--- config.mk ---
export PLATFORM = sky130hd
export DESIGN_NAME = button_array_monitor
export DESIGN_NICKNAME = d
export VERILOG_FILES = /design/src/rtl/button_pkg.sv /design/src/rtl/key_channel.sv /design/src/rtl/button_array_monitor.sv
export SDC_FILE = /design/constraint.sdc
export NUM_CORES = 1
export LEC_CHECK = 0
export CAP_MARGIN = 20
export CORE_MARGIN = 2
export CORE_UTILIZATION = 50
export DETAILED_ROUTE_END_ITERATION = 16
export GPL_ROUTABILITY_DRIVEN = 1
export PLACE_DENSITY = 0.8
export RECOVER_POWER = 25
export REMOVE_ABC_BUFFERS = 1
export SYNTH_ARGS = -nofsm -noshare
export SYNTH_HDL_FRONTEND = slang
export SYNTH_SLANG_ARGS = --single-unit
--- constraint.sdc ---
create_clock -name clock -period 3.8 [get_ports clock]
set_input_delay 0.38 -clock clock [delete_from_list [all_inputs] [get_ports clock]]
set_output_delay 0.38 -clock clock [all_outputs]
set_load 0.005 [all_outputs]
--- src/rtl/button_pkg.sv ---
// rtl/button_pkg.sv - shared state encodings and counter width helper for the keypad front end
package button_pkg;

  localparam logic RELEASED = 1'b0;
  localparam logic HELD     = 1'b1;

  // Counter width for a terminal count of value-1, never narrower than one bit.
  function automatic int cnt_width(input int value);
    if (value <= 1) return 1;
    return $clog2(value);
  endfunction

endpackage

--- src/rtl/key_channel.sv ---
// rtl/key_channel.sv - one key: synchroniser, debouncer, press/release FSM and auto-repeat
module key_channel
  import button_pkg::*;
#(
  parameter int DEBOUNCE_CYCLES = 50000,
  parameter int REPEAT_EN       = 0,
  parameter int REPEAT_DELAY    = 25000000,
  parameter int REPEAT_PERIOD   = 5000000
) (
  input  logic clock,
  input  logic reset,
  input  logic key_in,
  output logic key_level,
  output logic key_edge,
  output logic key_release,
  output logic key_repeat
);

  localparam int DB_W  = cnt_width(DEBOUNCE_CYCLES);
  localparam int RPT_W = cnt_width(REPEAT_DELAY);
  localparam logic [DB_W-1:0]  DB_LAST    = DB_W'(DEBOUNCE_CYCLES - 1);
  localparam logic [RPT_W-1:0] RPT_LAST   = RPT_W'(REPEAT_DELAY - 1);
  localparam logic [RPT_W-1:0] RPT_RELOAD = RPT_W'(REPEAT_DELAY - REPEAT_PERIOD);

  logic             sync1_q, sync1_d;
  logic             sync2_q, sync2_d;
  logic [DB_W-1:0]  db_cnt_q, db_cnt_d;
  logic [RPT_W-1:0] rpt_cnt_q, rpt_cnt_d;
  logic             state_q, state_d;
  logic             edge_q, edge_d;
  logic             release_q, release_d;
  logic             repeat_q, repeat_d;

  always_comb begin
    sync1_d   = key_in;
    sync2_d   = sync1_q;
    db_cnt_d  = db_cnt_q;
    state_d   = state_q;
    rpt_cnt_d = rpt_cnt_q;
    edge_d    = 1'b0;
    release_d = 1'b0;
    repeat_d  = 1'b0;

    if (sync2_q == state_q) begin
      db_cnt_d = '0;
    end else if (db_cnt_q == DB_LAST) begin
      db_cnt_d = '0;
      state_d  = ~state_q;
    end else begin
      db_cnt_d = db_cnt_q + DB_W'(1);
    end

    // A release on the same edge as a due repeat wins, so the repeat is dropped.
    if (state_q == RELEASED && state_d == HELD) begin
      edge_d    = 1'b1;
      rpt_cnt_d = '0;
    end else if (state_q == HELD && state_d == RELEASED) begin
      release_d = 1'b1;
      rpt_cnt_d = '0;
    end else if (state_q == HELD && REPEAT_EN != 0) begin
      if (rpt_cnt_q == RPT_LAST) begin
        repeat_d  = 1'b1;
        rpt_cnt_d = RPT_RELOAD;
      end else begin
        rpt_cnt_d = rpt_cnt_q + RPT_W'(1);
      end
    end else begin
      rpt_cnt_d = '0;
    end
  end

  always_ff @(posedge clock or posedge reset) begin
    if (reset) begin
      sync1_q   <= 1'b0;
      sync2_q   <= 1'b0;
      db_cnt_q  <= '0;
      rpt_cnt_q <= '0;
      state_q   <= RELEASED;
      edge_q    <= 1'b0;
      release_q <= 1'b0;
      repeat_q  <= 1'b0;
    end else begin
      sync1_q   <= sync1_d;
      sync2_q   <= sync2_d;
      db_cnt_q  <= db_cnt_d;
      rpt_cnt_q <= rpt_cnt_d;
      state_q   <= state_d;
      edge_q    <= edge_d;
      release_q <= release_d;
      repeat_q  <= repeat_d;
    end
  end

  assign key_level   = (state_q == HELD);
  assign key_edge    = edge_q;
  assign key_release = release_q;
  assign key_repeat  = repeat_q;

endmodule

--- src/rtl/button_array_monitor.sv ---
// rtl/button_array_monitor.sv - NUM_KEYS independent debounced key channels
module button_array_monitor
  import button_pkg::*;
#(
  parameter int NUM_KEYS        = 4,
  parameter int DEBOUNCE_CYCLES = 50000,
  parameter int REPEAT_EN       = 0,
  parameter int REPEAT_DELAY    = 25000000,
  parameter int REPEAT_PERIOD   = 5000000
) (
  input  logic                clock,
  input  logic                reset,
  input  logic [NUM_KEYS-1:0] key,
  output logic [NUM_KEYS-1:0] keyLevel,
  output logic [NUM_KEYS-1:0] keyEdge,
  output logic [NUM_KEYS-1:0] keyRelease,
  output logic [NUM_KEYS-1:0] keyRepeat
);

  for (genvar i = 0; i < NUM_KEYS; i++) begin : g_ch
    key_channel #(
      .DEBOUNCE_CYCLES(DEBOUNCE_CYCLES),
      .REPEAT_EN      (REPEAT_EN),
      .REPEAT_DELAY   (REPEAT_DELAY),
      .REPEAT_PERIOD  (REPEAT_PERIOD)
    ) u_ch (
      .clock      (clock),
      .reset      (reset),
      .key_in     (key[i]),
      .key_level  (keyLevel[i]),
      .key_edge   (keyEdge[i]),
      .key_release(keyRelease[i]),
      .key_repeat (keyRepeat[i])
    );
  end

endmodule

==> results.sh <==
export IMPL_synth_yosys_seq_area_share_pct=53.6
export IMPL_hold_buffers=0
export IMPL_worst_skew_pair_late_latency_ns=0.35
export IMPL_yosys_area_share_simple_pct=25.1
export IMPL_critPathRequiredTime_ns=4.03
export IMPL_crit_end="g_ch[3].u_ch.key_level"
export IMPL_drv_max_cap_violation_count=0
export IMPL_cts_htree_levels=3
export IMPL_cp_start_kind="register"
export IMPL_diodes=0
export IMPL_main_combinational_cell_family_by_area_after_synthesis="simple AND/OR/NAND/NOR gates"
export IMPL_post_route_drc_count=0
export IMPL_routed_via_density=5.36
export IMPL_cp_arrival_ns=2.20
export IMPL_finalWeightedCongestion=0.871
export IMPL_final_layout_size_suffix_gt1_share_pct=6.33
export IMPL_post_synth_top_area_cell="dfrtp_1"
export IMPL_globalRouteTotalUtil_pct=17.3
export IMPL_worstReg2RegStart="g_ch[3].u_ch.db_cnt_q[13]"
export IMPL_synth_compound_gate_area_share_pct=1.05
export IMPL_syn_inst=380
export IMPL_clock_skew_ns=0.00921
export IMPL_synth_adder_area_share_pct=1.28
export IMPL_vdd_ir_drop_worst_v=0.000268
export IMPL_syn_cell_area_um2=3920
export IMPL_drt_pre_antenna_iters=5
export IMPL_synth_seq_cells=84
export IMPL_average_routed_wire_per_standard_cell_um=13.3
export IMPL_cts_buffer_depth=2
export IMPL_power_leakage_uw=0.00170
export IMPL_min_period_ns=1.97
export IMPL_tritoncts="done"
export IMPL_final_min_period_over_clock_period_pct=51.8
export IMPL_ff2ff_setup_slack_ns=1.83
export IMPL_yosys_warnings=0
export IMPL_grt_first_pass_wirelength_um=11800
export IMPL_grt_remaining_overflow=0
export IMPL_synthMuxAreaShare_pct=0.957
export IMPL_design_power_total_uw=1580
export IMPL_totalWireLength_um=6610
export IMPL_floorplan_die_height_um=92.6
export IMPL_worst_setup_hold_path_clk_slew_ns=0.07
export IMPL_hold_violation_total_from_the_final_report=0
export IMPL_postRouteAntennaNets=0
export IMPL_cts_buffers=9
export IMPL_worstPathCellList="or4b_1 -> or4_4 -> mux2_4"
export IMPL_pin_count_of_the_biggest_net_entering_global_routing=59
export IMPL_worstMarginPinSlew_ns=1.18
export IMPL_timing_final_setup_violations=0
export IMPL_cp_end_kind="register"
export IMPL_clock_sinks=84
export IMPL_power_per_cell_area_nw_per_um2=369
export IMPL_fin_tns_setup_ns=0
export IMPL_outcome="finished, final reports clean"
export IMPL_start_util_pct=51.3
export IMPL_portBuffers=17
export IMPL_synth_top_cell_area_share_pct=53.6
export IMPL_vias_in_the_first_global_route=2732
export IMPL_hpwl_um=4430
export IMPL_die_extent_in_x_um=92.6
export IMPL_placed_cells_incl_taps=481
export IMPL_worst_setup_path_startpoint="g_ch[3].u_ch.db_cnt_q[13]"
export IMPL_detailroute_via_count=2663
export IMPL_cts_setup_buffers=0
export IMPL_fp_dieArea_um2=8570
export IMPL_synth_lib_cells_used_distinct=36
export IMPL_timing_max_transition_violations_final=0
export IMPL_floorplan_core_area_um2=7650
export IMPL_nets=401
export IMPL_timing_reg2reg_worst_path_depth=3
export IMPL_worst_relative_slew_slack_pct=21.0
export IMPL_syn_to_final_growth_pct=9.47
export IMPL_critical_path_max_stage_delay_ns=0.58
export IMPL_final_instance_count_excl_fill=497
export IMPL_dr_first_iter_drc_count=102
export IMPL_pin_count=22
export IMPL_count_of_instances_resized_after_the_clock_tree_is_built=0
export IMPL_post_synth_xor_area_fraction_pct=12.7
export IMPL_hold_path_class="reg2reg"
export IMPL_criticalPathCategory="reg2reg"
export IMPL_clk_root_buffer_cell="clkbuf_8"
export IMPL_initial_antenna_violation_count=0
export IMPL_post_synth_main_area_contributors="dfrtp_1 (54%), xnor2_1 (10%), nor2_1 (6.6%)"
export IMPL_setup_repair_after_global_routing_missed_its_margin="no"
export IMPL_path_max_fanout=5
export IMPL_fmax_mhz=508
export IMPL_synth_area_per_cell_um2=10.3
export IMPL_timing_critical_path_slowest_stage_cell="or4_4"
export IMPL_placementRows=32
export IMPL_reg2reg_to="g_ch[3].u_ch.key_level"
==> cell type report <==
type	count	area [um2]
clock buffer	13	149
inverter	14	53.8
timing repair buffer	19	198
tap	102	128
fill	632	3350
clock inverter	2	35.0
multi-input combinational	263	1630
sequential	84	2100
==> stage by stage <==
step / util, % / hold slack [ns] / instance area, um2 / worst slack [ns]
6_report: 56.2 / 0.345 / 4290 / 1.83
4_1_cts: 55.9 / 0.343 / 4270 / 1.83
3_5_place_dp: 53.5 / 0.336 / 4090 / 1.87
3_3_place_gp: 53.5 / 0.331 / 4090 / 1.89
5_1_grt: 56.2 / 0.361 / 4290 / 1.74
2_1_floorplan: - / 0.331 / 3780 / 1.25
==> state kept, by name, summed over array words and instances (netlist names) <==
name and count:
g_ch.u_ch.key_level 4, g_ch.u_ch.sync1_q 4, g_ch.u_ch.db_cnt_q 64, g_ch.u_ch.sync2_q 4
g_ch.u_ch.key_release 4, g_ch.u_ch.key_edge 4
==> placed cells by master, fill, tap and decap left out, types with 6 or more instances in the layout <==
master and count:
dfrtp_1 84, nor2_1 69, xnor2_1 46, nand3_1 24, nand4_1 19, nand2_1 15, nor4_1 14, nor3_1 14
inv_1 13, clkdlybuf4s50_1 12, xor2_1 11, clkbuf_8 10, nor3b_1 7, nor4bb_1 6
==> worst max-delay path: cells and delay by family, from the launching register on <==
kind             cells  cell delay, ns
DFF                  1            0.42
muxes                1            0.31
and+or+nand+nor      2            1.11
==> Yosys cell counts, drive strengths merged <==
master and n:
nor3 14, nor2 69, mux2 3, nand4 19, nand4b 2, buf 17
or2 2, xor2 11, or3 2, nand3 24, and3 5, o31ai 1
or4 2, or4b 1, conb 1, a21oi 3, nor3b 7, nor4 14
nand2 16, nor4b 2, or3b 1, o21ai 2, inv 14, xnor2 46
clkbuf 5, a31o 1, nor4bb 6, or4bb 1, and4 1, dfrtp 84
ha 4
==> report_power, final <==
| part | switching [uW] | total (uW) | internal (uW) |
|---|---|---|---|
| Clock | 285 | 603 | 318 |
| Combinational | 37.5 | 56.1 | 18.5 |
| Sequential | 15.2 | 923 | 908 |
==> per-layer routing <==
metal	vias to the layer above	global-route usage (%)	routed length, um
li1	1303	-	-
met3	12	2.69	249
met1	1281	21.7	3040
met2	67	28.8	3180
met4	0	9.70	148
met5	-	0	0
==> worst min-delay path by stage <==
stage / start / endpoint / slack (ns) / cells after the start
CTS: g_ch[0].u_ch.sync1_q / g_ch[0].u_ch.sync2_q / 0.34 / 0
floorplan: g_ch[0].u_ch.sync1_q / g_ch[0].u_ch.sync2_q / 0.33 / 0
global placement: g_ch[0].u_ch.sync1_q / g_ch[0].u_ch.sync2_q / 0.33 / 0
finish: g_ch[0].u_ch.sync1_q / g_ch[0].u_ch.sync2_q / 0.34 / 0
global route: g_ch[0].u_ch.sync1_q / g_ch[0].u_ch.sync2_q / 0.36 / 0
detailed placement: g_ch[3].u_ch.sync1_q / g_ch[3].u_ch.sync2_q / 0.34 / 0
==> logic make-up after synthesis <==
| kind of cell | after synthesis |
|---|---|
| and+or+nand+nor | 188 |
| DFF | 84 |
| xor gates and xnor gates | 57 |
| buffers and inverters | 36 |
| AOI/OAI and AO/OA | 7 |
| adders and majority gates | 4 |
| muxes | 3 |
| other | 1 |
Note: power is estimated with default switching activity, not from simulation.
